`src/rtl/wb_pkg.sv`:
```
// wb_pkg: shared widths, entry type and register-id legality check for the writeback arbiter
package wb_pkg;
  localparam int DATA_W = 32;
  localparam int ID_W = 6;
  localparam int NUM_REGS = 32;
  typedef struct packed {
    logic [ID_W-1:0] id;
    logic [DATA_W-1:0] data;
  } wb_entry_t;
  function automatic logic wb_id_legal(input logic [31:0] id, input int num_regs = NUM_REGS);
    return id != 32'd0 && id < 32'(num_regs);
  endfunction
endpackage

```
`src/rtl/wb_fifo2.sv`:
```
// wb_fifo2: in-order 2-entry fifo with count and full/empty flags, push and pop allowed together
module wb_fifo2 #(
  parameter int W = 38
) (
  input  logic         clk,
  input  logic         rst,
  input  logic         push,
  input  logic         pop,
  input  logic [W-1:0] din,
  output logic [W-1:0] dout,
  output logic [1:0]   count,
  output logic         full,
  output logic         empty
);
  logic [W-1:0] mem [2];
  logic rd, wr;
  assign full = count == 2'd2;
  assign empty = count == 2'd0;
  assign dout = mem[rd];
  always_ff @(posedge clk)
    if (push) mem[wr] <= din;
  always_ff @(posedge clk)
    if (rst) begin
      count <= 2'd0;
      rd <= 1'b0;
      wr <= 1'b0;
    end else begin
      if (push) wr <= ~wr;
      if (pop) rd <= ~rd;
      count <= count + 2'(push) - 2'(pop);
    end
endmodule

```
`src/rtl/writeback_arbiter.sv`:
```
// writeback_arbiter: round-robin merge of alu and load writebacks into one filtered register-file write port
module writeback_arbiter #(
  parameter int DATA_W = wb_pkg::DATA_W,
  parameter int ID_W = wb_pkg::ID_W,
  parameter int NUM_REGS = wb_pkg::NUM_REGS
) (
  input  logic              clk,
  input  logic              rst,
  input  logic              alu_valid,
  output logic              alu_ready,
  input  logic [ID_W-1:0]   alu_id,
  input  logic [DATA_W-1:0] alu_data,
  input  logic              mem_valid,
  output logic              mem_ready,
  input  logic [ID_W-1:0]   mem_id,
  input  logic [DATA_W-1:0] mem_data,
  output logic              write,
  output logic [ID_W-1:0]   WriteRegID,
  output logic [DATA_W-1:0] WriteData,
  output logic [7:0]        drop_cnt,
  output logic              busy
);
  import wb_pkg::*;
  localparam int W = ID_W + DATA_W;
  logic [W-1:0] a_dout, m_dout;
  logic [1:0] a_cnt, m_cnt;
  logic a_full, a_empty, m_full, m_empty;
  logic rr, ga, gm, grant, legal;
  logic [ID_W-1:0] hid;
  logic [DATA_W-1:0] hdata;
  assign alu_ready = ~a_full;
  assign mem_ready = ~m_full;
  assign busy = |a_cnt | |m_cnt;
  wb_fifo2 #(.W(W)) u_alu (
    .clk(clk), .rst(rst), .push(alu_valid & alu_ready), .pop(ga), .din({alu_id, alu_data}),
    .dout(a_dout), .count(a_cnt), .full(a_full), .empty(a_empty)
  );
  wb_fifo2 #(.W(W)) u_mem (
    .clk(clk), .rst(rst), .push(mem_valid & mem_ready), .pop(gm), .din({mem_id, mem_data}),
    .dout(m_dout), .count(m_cnt), .full(m_full), .empty(m_empty)
  );
  always_comb begin
    ga = ~a_empty & (m_empty | ~rr);
    gm = ~m_empty & ~ga;
    grant = ga | gm;
    {hid, hdata} = ga ? a_dout : m_dout;
    legal = wb_id_legal(32'(hid), NUM_REGS);
  end
  always_ff @(posedge clk)
    if (rst) begin
      rr <= 1'b0;
      write <= 1'b0;
      WriteRegID <= '0;
      WriteData <= '0;
      drop_cnt <= 8'd0;
    end else begin
      if (~a_empty & ~m_empty) rr <= ~rr;
      write <= grant & legal;
      if (grant & legal) begin
        WriteRegID <= hid;
        WriteData <= hdata;
      end
      if (grant & ~legal & drop_cnt != 8'hFF) drop_cnt <= drop_cnt + 8'd1;
    end
endmodule

```
`config.mk`:
```
export PLATFORM = sky130hd
export DESIGN_NAME = writeback_arbiter
export DESIGN_NICKNAME = d
export VERILOG_FILES = /design/src/rtl/wb_pkg.sv /design/src/rtl/wb_fifo2.sv /design/src/rtl/writeback_arbiter.sv
export SDC_FILE = /design/constraint.sdc
export NUM_CORES = 1
export LEC_CHECK = 0
export CORE_UTILIZATION = 45
export CTS_CLUSTER_SIZE = 20
export DETAILED_ROUTE_END_ITERATION = 16
export DONT_BUFFER_PORTS = 1
export GPL_TIMING_DRIVEN = 0
export PLACE_DENSITY = 0.67
export SLEW_MARGIN = 30
export SYNTH_ARGS = -nofsm -noshare
export SYNTH_HDL_FRONTEND = slang
export SYNTH_SLANG_ARGS = --single-unit
```
`constraint.sdc`:
```
create_clock -name clk -period 6.3 [get_ports clk]
set_input_delay 0.945 -clock clk [delete_from_list [all_inputs] [get_ports clk]]
set_output_delay 0.945 -clock clk [all_outputs]
set_load 0.05 [all_outputs]
```
[After elaboration in Yosys (flattened, before gate mapping)]
Memory sizes are Yosys's and may differ from the RTL's. A register that Yosys moved wholly into a read port is not among the register bits.
Cells that the tools add are included.
Widths: inputs -> output; s select.
Word-level totals
  register bits: 56
  memory bits (writable): 152
  bits of input ports: 80
  output and inout bits: 50
  word-level logic and storage cells: 59
  memories: 2
Memory list
  u_alu.mem: words 2, width 38, read ports 1, clocked after memory_dff 1, write ports 1, line wb_fifo2.sv:15  | logic [W-1:0] mem [2];
  u_mem.mem: words 2, width 38, read ports 1, clocked after memory_dff 1, write ports 1, line wb_fifo2.sv:15
Cells by class
  add/sub/neg operators: 5
  order comparisons: 1
  equality and inequality tests: 3
  multiplexer cells: 9
  bitwise logic cells: 22
  reduce and logical (&&, ||, !) cells: 6
Operator list (count)
  $mux 38: 1
  $not 1->1: 11
  $add 8x1->8 const B: 1
  $and 1x1->1: 8
  $mux 1: 8
  $ne 8x8->1 const B: 1
  $lt 6x6->1 const B: 1
  $reduce_bool 6->1: 1
  $add 2x1->2: 2
  $eq 2x2->1 const B: 2
  $logic_not 2->1: 2
  $reduce_or 2->1: 2
  $sub 2x1->2: 2
  $or 1x1->1: 3
  $logic_and 1x1->1: 1

[Depth between registers and ports, before layout]
Gate-level depths: netlist of run 1.
  depth after elaboration: 9
  mapped depth: 12
  mapped depth without buffers: 10

[Modules after synthesis]
Synthesis of run 1 repeated with hierarchy kept, for this count alone.
Second synthesis, totals
  cell total of the unflattened synthesis: 525
  area total of the unflattened synthesis: 8577.0 µm²
By module, submodules not included
  wb_fifo2: times used 2, cells each 139, area an instance 3040.4 µm²
  writeback_arbiter: times used 1, cells each 247, area an instance 2496.1 µm²

[Worst setup path before layout of run 1]
No wires, ideal clock.
  kind: in2reg
  start: in alu_valid
  end: mem u_alu.mem[0][0] (enable)
  library setup time: 0.433 ns
  arrival time: 2.665 ns
  path slack: 3.202 ns
  stages on the path: 2
  path buffers: 0
  path through: nand2_1 nor2_1
On the way
  longest elaborated chain between the ends: 3
RTL lines
  from (decl): line writeback_arbiter.sv:9  | input logic alu_valid,
  $and 1x1->1: line writeback_arbiter.sv:35  | .clk(clk), .rst(rst), .push(alu_valid & alu_ready), .pop(ga), .din({alu_id, alu_data}),
  $mux 1: line wb_fifo2.sv:21  | if (push) mem[wr] <= din;
  $mux 1 (implied by the code): line wb_fifo2.sv:21
  to (decl): line wb_fifo2.sv:15
Every way passes these cells.

==> reports/qor.txt, run 1 <==
Cells after Synth - 566
GPL Wtd Cong - 0.7969
P&R area growth vs syn - 13.86%
Mux share of post-synthesis cell area - 5.387%
CTS sink cnt - 210
Part of the cycle the worst path needs - 46.20%
Simple-gate portion of the synthesized area - 8.445%
Startpoint Class - flop
CP Data Arrival Time - 3.34 ns
Final WL - 17.92 mm
DRT Pass-1 Iters - 5
Crit path depth - 10
Synth Warn # - 0
Mapped Area - 8060 um^2
WP buf/inv - 4
Cells along the critical path - clkbuf_1, nor2b_1, a2111oi_0, and2_1, or4_1, buf_2, buf_6, clkbuf_1, nand2_1, a21oi_1
Worst-Margin Slew - 0.8744 ns
Rel. slew slack - 41.71%
CP top delay family - buffers and inverters
Die Area - 18450 um^2
Worst-path clk slew - 0.06 ns
Crit-path max cell delay - 0.63 ns
Ant. Diodes - 0
Most Frequent Cell on Critical Path - clkbuf_1
I/O Buffers - 0
CTS tree - yes
Commonest non-fill, non-tap cell in the layout - edfxtp_1
WP data required - 6.73 ns
Placed inst area - 8461 um^2
PwrDens - 546.4 nW/um^2
Syn nets - 651
Fin crit period - 2.911 ns
TritonCTS buffer count - 22
Worst-skew pair later-pin latency - 0.50 ns
Core ar. - 17420 um^2
PnR worst setup slack - 3.389 ns
Largest net degree at the start of global routing - 39
Antenna-violating nets left - 0
Final instance area - 9178 um^2
Max_cap viols - 0
Sequential area share after synthesis - 71.03%
Total GRT Usage - 19.39%
# hold bufs at CTS - 0
Antenna violations before repair - 0
DRC - 0
CP Capture Type - flop
Hold path cells - 2
Width of the die - 135.8 um
FF+latch count, synth - 210
Fraction of final layout cells sized beyond drive strength 1 - 8.689%
Setup TNS - 0 ns
FP Rows - 48
Congestion Overflow GR - 0
Post-synthesis compound-gate area fraction - 11.13%
CTS root buf - clkbuf_16
Post-detail-place hpwl - 12.12 mm
CP Class - reg -> reg
Vias per cell - 5.588
Post-detailed-route wirelength per cell - 21.46 um
First-pass GRT wire length - 26.41 mm
DIE HEIGHT - 135.8 um
Main combinational cell family by area after synthesis - compound AO/OA/AOI/OAI gates
Final Skew - 0.01031 ns
Iter 0 DRT Violations - 275
Avg Inst Size Synth - 14.24 um^2
Setup Buffers After CTS - 0
Cells on worst reg2reg path - 10
Outcome - finished clean
EDFF count, synth - 152
Layout Nets - 679
Dpl ws - 3.446 ns
DR vias - 4666
# resized after CTS - 0
Critical path peak fanout - 10
Adder-cell share of the synthesized area - 0.7762%
CP max-delay cell - a2111oi_0
Initial core utilization - 46.28%
Clk buf depth - 3
Slew Limit Fails - 0
LEAKAGE - 0.003096 uW
Most frequent cells in the layout - edfxtp_1 (152), dfxtp_1 (58), nor2b_1 (43)
Max frequency - 343.5 MHz
Synth Flop Type - edfxtp_1
IO Pins - 130
Synth cell types - 42
Share of flip-flops with an asynchronous set or reset after synthesis - 0%
Vias in the first global route - 4769
Peak VDD IR - 0.2931 mV
# fillers - 1457
Hold Path Class - reg -> reg
Final hold violation count - 0
Post-Synth XOR/XNOR Area - 0.8693%
Final Setup Violations - 0
RSZ-0062 raised after global routing - no
CTS H-tree lvls - 1
==> final cells by class <==
cell class	count	area (um^2)	area share [%]
Multi-Input combinational cell	312	2166	23.60
Sequential cell	210	5725	62.39
Inverter	6	27.53	0.2999
Timing Repair Buffer	4	97.59	1.063
Clock buffer	32	649.4	7.076
Clock inverter	8	67.56	0.7362
Buffer	38	162.7	1.772
Tap cell	225	281.5	3.067
==> registers in the layout, summed over array words and instances, names as in the netlist, named ones only <==
signal	count
write	1
WriteRegID	6
u_alu.mem	76
u_alu.wr	1
drop_cnt	8
u_mem.count	2
u_mem.mem	76
u_alu.rd	1
u_mem.rd	1
WriteData	32
rr	1
u_mem.wr	1
u_alu.count	2
==> synthesized netlist by cell type, types with 2 or more instances <==
library cell,instances,area share [%]
clkbuf_1,31,1.4
buf_1,3,0.14
nand3_1,4,0.25
edfxtp_1,152,57
or4_1,4,0.37
xor2_1,4,0.43
or3_1,2,0.16
dfxtp_1,58,14
o22ai_1,2,0.16
nor2b_1,43,3.3
mux2i_1,40,5.0
nor2_1,17,0.79
nand2_1,38,1.8
nor3_1,4,0.25
ha_1,5,0.78
o21ai_0,3,0.19
a211oi_1,36,3.4
a21oi_1,40,2.5
xnor2_1,4,0.43
nand2b_1,3,0.23
and3_1,8,0.62
a211o_1,36,3.9
o31ai_1,2,0.19
or4b_2,2,0.25
mux2_2,3,0.42
inv_1,5,0.23
buf_6,2,0.28
==> worst paths after layout <==
path | end | slack, ns | from
max | WriteData[4]$_SDFFE_PP0P_ | 3.39 | flop
min | rr$_SDFFE_PP0P_ | 0.51 | rr$_SDFFE_PP0P_
max reg2reg | WriteData[4]$_SDFFE_PP0P_ | 3.39 | flop
min reg2reg | rr$_SDFFE_PP0P_ | 0.51 | rr$_SDFFE_PP0P_
==> report_power, final <==
group / internal [uW] / switching [uW] / total (uW)
registers: 1800 / 566 / 2370
clock network: 755 / 507 / 1260
logic: 495 / 890 / 1390
==> metrics by stage <==
step	hold slack (ns)	instances	total power, uW	utilization [%]
after global placement	0.4739	791	3707	47.90
after CTS	0.5086	835	5052	52.69
after detailed placement	0.4969	795	3792	48.58
final	0.5137	835	5015	52.69
after floorplan	0.4586	566	3333	-
after global routing	0.5191	835	5241	52.69
==> tightest hold or removal path, cell delays in order (launching register included) <==
cell	delay, ns
dfxtp_1	0.32
o21ai_0	0.08
a21oi_1	0.06
==> cells by family after synthesis <==
kind of cell	Yosys count
AO/OA/AOI/OAI	126
XOR/XNOR	8
adder cells (fa/ha/maj)	5
buffers and inverters	44
flip-flops	210
multiplexers	43
AND/OR/NAND/NOR	130
==> routing by layer <==
metal  vias to the layer above  part of all wire [%]  routed length (um)  global-route usage [%]
met3                        23                    11                1882                   7.010
met4                         0                   1.7                 305                   5.556
met1                      2274                    38                6816                   22.95
li1                       2200                     -                   -                       -
met5                         -                     0                   0                       0
met2                       169                    50                8913                   32.99
Power figures use the tool's default switching activity.
==> run 2: changes to the inputs <==
--- a/config.mk
+++ b/config.mk
@@ -10,7 +10,7 @@
 export DETAILED_ROUTE_END_ITERATION = 16
 export DONT_BUFFER_PORTS = 1
 export GPL_TIMING_DRIVEN = 0
-export PLACE_DENSITY = 0.67
+export PLACE_DENSITY = 0.69
 export SLEW_MARGIN = 30
 export SYNTH_ARGS = -nofsm -noshare
 export SYNTH_HDL_FRONTEND = slang
==> constraint.sdc (replaced) <==
create_clock -name clk -period 2.65 [get_ports clk]
set_input_delay 0.3975 -clock clk [delete_from_list [all_inputs] [get_ports clk]]
set_output_delay 0.3975 -clock clk [all_outputs]
set_load 0.05 [all_outputs]
==> reports/qor.txt, run 2 (synthesized netlist as in run 1, its figures left out) <==
Outcome - finished clean
Final Setup Violations - 0 (unchanged)
DR vias - 5030 (+7.8%)
Peak VDD IR - 0.7370 mV (+150%)
IO Pins - 130 (unchanged)
Hold Path Class - in -> reg
DRC - 0 (unchanged)
Vias per cell - 5.509 (-1.4%)
Worst-skew pair later-pin latency - 0.50 ns (about the same)
CTS H-tree lvls - 1 (unchanged)
Final instance area - 10050 um^2 (+9.5%)
Most frequent cells in the layout - edfxtp_1 (152), dlygate4sd3_1 (76), dfxtp_1 (56)
Largest net degree at the start of global routing - 39 (unchanged)
Slew Limit Fails - 0 (unchanged)
DRT Pass-1 Iters - 4 (-1)
Final Skew - 0.01591 ns (+0.005598 ns)
Worst R2R Setup Slack - 0.1 ns (-3.29 ns)
CP top delay family - compound AO/OA/AOI/OAI gates
First-pass GRT wire length - 28.35 mm (+7.3%)
Fin crit period - 2.552 ns (-0.3589 ns)
Core ar. - 17420 um^2 (unchanged)
Final hold violation count - 0 (unchanged)
GPL Wtd Cong - 0.7965 (about the same)
Total GRT Usage - 20.59% (+1.2 points)
TritonCTS buffer count - 22 (unchanged)
Fraction of final layout cells sized beyond drive strength 1 - 10.33% (+1.6 points)
WP data required - 3.09 ns (-3.64 ns)
Max_cap viols - 0 (unchanged)
Critical path peak fanout - 10 (unchanged)
CP Data Arrival Time - 2.99 ns (-0.35 ns)
WP buf/inv - 4 (unchanged)
PwrDens - 1222 nW/um^2 (+120%)
DIE HEIGHT - 135.8 um (unchanged)
Antenna-violating nets left - 0 (unchanged)
Cells along the critical path - o21a_1, or2_1, buf_4, inv_8, mux2i_2, or4_1, buf_2, buf_6, a2111oi_2, a31o_1
CP Capture Type - flop
CP Class - reg -> reg
Placed inst area - 8493 um^2 (+0.38%)
CTS root buf - clkbuf_16
PnR worst setup slack - 0.09800 ns (-3.291 ns)
RSZ-0062 raised after global routing - yes
P&R area growth vs syn - 24.68%
CTS tree - yes
Post-detailed-route wirelength per cell - 20.25 um (-5.6%)
Commonest non-fill, non-tap cell in the layout - edfxtp_1
Startpoint Class - flop
Setup Buffers After CTS - 0 (unchanged)
Dpl ws - -0.2468 ns (-3.693 ns)
Worst-Margin Slew - 0.9054 ns (+0.03100 ns)
Rel. slew slack - 39.64% (-2.1 points)
LEAKAGE - 0.003483 uW (+13%)
Worst-path clk slew - 0.06 ns (about the same)
Antenna violations before repair - 1 (+1)
Biggest regs - u_alu.mem x76, u_mem.mem x76, WriteData x32
I/O Buffers - 0 (unchanged)
Clk buf depth - 3 (unchanged)
Crit-path max cell delay - 0.50 ns (-0.13 ns)
Vias in the first global route - 5300 (+11%)
Post-detail-place hpwl - 12.02 mm (-0.80%)
Die Area - 18450 um^2 (unchanged)
Iter 0 DRT Violations - 309 (+12%)
FP Rows - 48 (unchanged)
Width of the die - 135.8 um (unchanged)
Max frequency - 391.9 MHz (+14%)
Layout Nets - 756 (+11%)
Part of the cycle the worst path needs - 96.30% (+50 points)
Initial core utilization - 46.28% (unchanged)
Congestion Overflow GR - 0 (unchanged)
CTS sink cnt - 210 (unchanged)
CP max-delay cell - or4_1
Final WL - 18.49 mm (+3.2%)
Setup TNS - 0 ns (unchanged)
[run 2: layer usage]
metal	up-vias	share of wire (%)	global-route usage (%)
met4	0	2.2	7.428
met5	-	0	0
met3	38	6.6	4.847
li1	2355	-	-
met1	2472	41	25.66
met2	165	50	34.84
[run 2: through the flow]
step,utilization (%),instances,total power [uW],hold WS (ns)
floorplan,-,566,7920,0.4586
global placement,47.92,791,8823,0.4737
detailed placement,48.76,796,9030,0.4896
CTS,57.38,911,12250,0.1492
global route,57.70,913,12870,0.1653
finish,57.70,913,12280,0.1621
[run 2: where the power goes]
part	switching, uW	total [uW]	leakage (uW)	internal (uW)
logic	2180	3550	0.00123	1370
registers	1360	5640	0.00190	4280
clock network	1170	3090	0.000358	1920
[run 2: final timing paths]
path | cells past startpoint | startpoint | to
worst max-delay path | 10 | u_mem.count[1]$_SDFF_PP0_ | WriteRegID[1]$_SDFFE_PP0P_
worst max register to register | 10 | u_mem.count[1]$_SDFF_PP0_ | WriteRegID[1]$_SDFFE_PP0P_
worst min register to register | 2 | u_alu.rd$_SDFFE_PP0N_ | u_alu.rd$_SDFFE_PP0N_
worst min-delay path | 2 | rst | drop_cnt[4]$_SDFFE_PP0P_
[run 2: cell type report]
cell class | instances | area, um^2
clock inverters | 8 | 117.6
diodes | 1 | 2.502
inverters | 6 | 30.03
flip-flops and latches | 210 | 5728
clock buffers | 32 | 619.3
fillers | 1368 | 7367
plain buffers | 37 | 192.7
repair buffers | 82 | 902.1
well taps | 225 | 281.5
multi-input cells | 312 | 2176
[run 2: timing repair]
item / CTS / global route
gates cloned: 0 / 1
hold endpoints to repair: 152 / 0
endpoints found under the setup margin: 36 / 43
gates resized for setup: 5 / 36
hold buffers: 76 / 0
[run 2: worst register-to-register path: stages (launching register included)]
cell	delay [ns]
dfxtp_2	0.35
o21a_1	0.19
or2_1	0.20
buf_4	0.17
inv_8	0.10
mux2i_2	0.11
or4_1	0.50
buf_2	0.17
buf_6	0.15
a2111oi_2	0.40
a31o_1	0.14
==> run 3: changes to the inputs <==
--- a/config.mk
+++ b/config.mk
@@ -5,12 +5,12 @@
 export SDC_FILE = /design/constraint.sdc
 export NUM_CORES = 1
 export LEC_CHECK = 0
+export BUFFER_PORTS_ARGS = -buffer_cell sky130_fd_sc_hd__buf_2
 export CORE_UTILIZATION = 45
 export CTS_CLUSTER_SIZE = 20
 export DETAILED_ROUTE_END_ITERATION = 16
-export DONT_BUFFER_PORTS = 1
 export GPL_TIMING_DRIVEN = 0
-export PLACE_DENSITY = 0.69
+export PLACE_DENSITY = 0.75
 export SLEW_MARGIN = 30
 export SYNTH_ARGS = -nofsm -noshare
 export SYNTH_HDL_FRONTEND = slang
==> reports/qor.txt, run 3 (synthesized netlist as in run 1, its figures left out) <==
Outcome - finished clean
P&R area growth vs syn - 23.04%
Setup TNS - 0 ns (unchanged)
PwrDens - 1263 nW/um^2 (+3.3%)
Die Area - 18450 um^2 (unchanged)
Peak VDD IR - 0.7737 mV (+5.0%)
FP Rows - 48 (unchanged)
Startpoint Class - flop
Part of the cycle the worst path needs - 95.15% (-1.2 points)
GR Layer Usage met2 - 34.55% (-0.28 points)
Most frequent cells in the layout - edfxtp_1 (152), buf_2 (134), dfxtp_1 (57)
Largest net degree at the start of global routing - 39 (unchanged)
Width of the die - 135.8 um (unchanged)
Slew Limit Fails - 0 (unchanged)
Post-detail-place hpwl - 12.44 mm (+3.5%)
IO Pins - 130 (unchanged)
Commonest non-fill, non-tap cell in the layout - edfxtp_1
Max_cap viols - 0 (unchanged)
Congestion Overflow GR - 0 (unchanged)
CTS tree - yes
Final WL - 18.35 mm (-0.77%)
DRT Pass-1 Iters - 4 (unchanged)
Antenna-violating nets left - 0 (unchanged)
Final Skew - 0.007331 ns (-0.008578 ns)
GPL Wtd Cong - 0.8475 (+6.4%)
DRC - 0 (unchanged)
Gr busiest metal - met2
Worst-Margin Slew - 0.8401 ns (-0.06528 ns)
Core ar. - 17420 um^2 (unchanged)
Met3 GRT Util - 4.213% (-0.63 points)
Fin crit period - 2.521 ns (-0.03055 ns)
Biggest regs - u_alu.mem x76, u_mem.mem x76, WriteData x32
DR vias - 5215 (+3.7%)
CTS root buf - clkbuf_16
TritonCTS buffer count - 22 (unchanged)
WP data required - 3.04 ns (-0.05 ns)
Met1 Track Usage GR - 25.29% (-0.38 points)
First-pass GRT wire length - 28.08 mm (-0.95%)
Worst-path clk slew - 0.06 ns (about the same)
Initial core utilization - 46.28% (unchanged)
Rel. slew slack - 43.99% (+4.4 points)
Clk buf depth - 3 (unchanged)
LEAKAGE - 0.003734 uW (+7.2%)
Layout Nets - 807 (+6.7%)
CTS H-tree lvls - 1 (unchanged)
Final Setup Violations - 0 (unchanged)
Post-detailed-route wirelength per cell - 19.03 um (-6.0%)
CP Class - reg -> reg
Antenna violations before repair - 2 (+1)
Total GRT Usage - 20.21% (-0.38 points)
CTS sink cnt - 210 (unchanged)
Max frequency - 396.6 MHz (+1.2%)
Iter 0 DRT Violations - 275 (-11%)
Fraction of final layout cells sized beyond drive strength 1 - 27.00% (+17 points)
Vias per cell - 5.410 (-1.8%)
Hold Path Class - in -> reg
DIE HEIGHT - 135.8 um (unchanged)
I/O Buffers - 129 (+129)
RSZ-0062 raised after global routing - no
Worst-skew pair later-pin latency - 0.50 ns (about the same)
Final Core Density - 56.94% (-0.76 points)
CP Capture Type - flop
Final hold violation count - 0 (unchanged)
Vias in the first global route - 5298 (-0.038%)
Critical path peak fanout - 10 (unchanged)
CP Data Arrival Time - 2.91 ns (-0.08 ns)
[run 3: critical path, cell delays in order, from the launching register on]
cell      delay [ns]
edfxtp_1        0.41
or4b_2          0.68
o22ai_1         0.20
and3_1          0.22
o31ai_1         0.12
clkbuf_2        0.21
nor3_1          0.22
mux2_2          0.35
[run 3: worst paths after layout]
kind	start	to	slack, ns	depth (start not counted)
worst min register to register	WriteData[8]$_SDFFE_PP0P_	WriteData[8]$_SDFFE_PP0P_	0.45	2
worst max register to register	u_mem.mem[1][34]$_DFFE_PP_	drop_cnt[3]$_SDFFE_PP0P_	0.13	7
worst min-delay path	alu_id[1]	u_alu.mem[1][33]$_DFFE_PP_	0.08	1
worst max-delay path	u_mem.mem[1][34]$_DFFE_PP_	drop_cnt[3]$_SDFFE_PP0P_	0.13	7
[run 3: power by group]
group / internal, uW / switching [uW]
Combinational: 1460 / 3240
Sequential: 4280 / 303
Clock: 2020 / 1220
Total: 7770 / 4750
[run 3: through the flow]
step	power (uW)	instances	hold slack (ns)	instance area, um^2	setup WS (ns)
global placement	9086	920	0.4437	8992	-0.1310
detailed placement	9322	924	0.4472	9119	-0.1498
finish	12520	964	0.08433	9917	0.1286
floorplan	7920	566	0.4586	8065	0.1783
CTS	12580	962	0.07028	9894	0.03262
global route	13110	963	0.06560	9915	0.006211
[run 3: timing repair]
item / 4_1_cts / 5_1_grt
setup endpoints to repair: 32 / 37
hold buffers: 0 / 0
gates resized for setup: 7 / 18
setup buffers: 0 / 0
pin swaps: 0 / 0
[run 3: cell type report]
| class | instances | area, um^2 |
|---|---|---|
| inverter | 6 | 27.53 |
| fill | 1403 | 7500 |
| antenna | 2 | 5.005 |
| sequential | 210 | 5727 |
| clock inverter | 12 | 160.2 |
| multi-input combinational | 312 | 2176 |
| timing repair buffer | 133 | 755.7 |
| clock buffer | 27 | 610.6 |
| tap | 225 | 281.5 |
| buffer | 37 | 173.9 |
[run 3: per-layer routing]
metal	vias to the layer above	share of wire, %
met4	0	2.0
met3	34	6.9
met5	-	0
met2	170	50
met1	2554	41
li1	2457	-
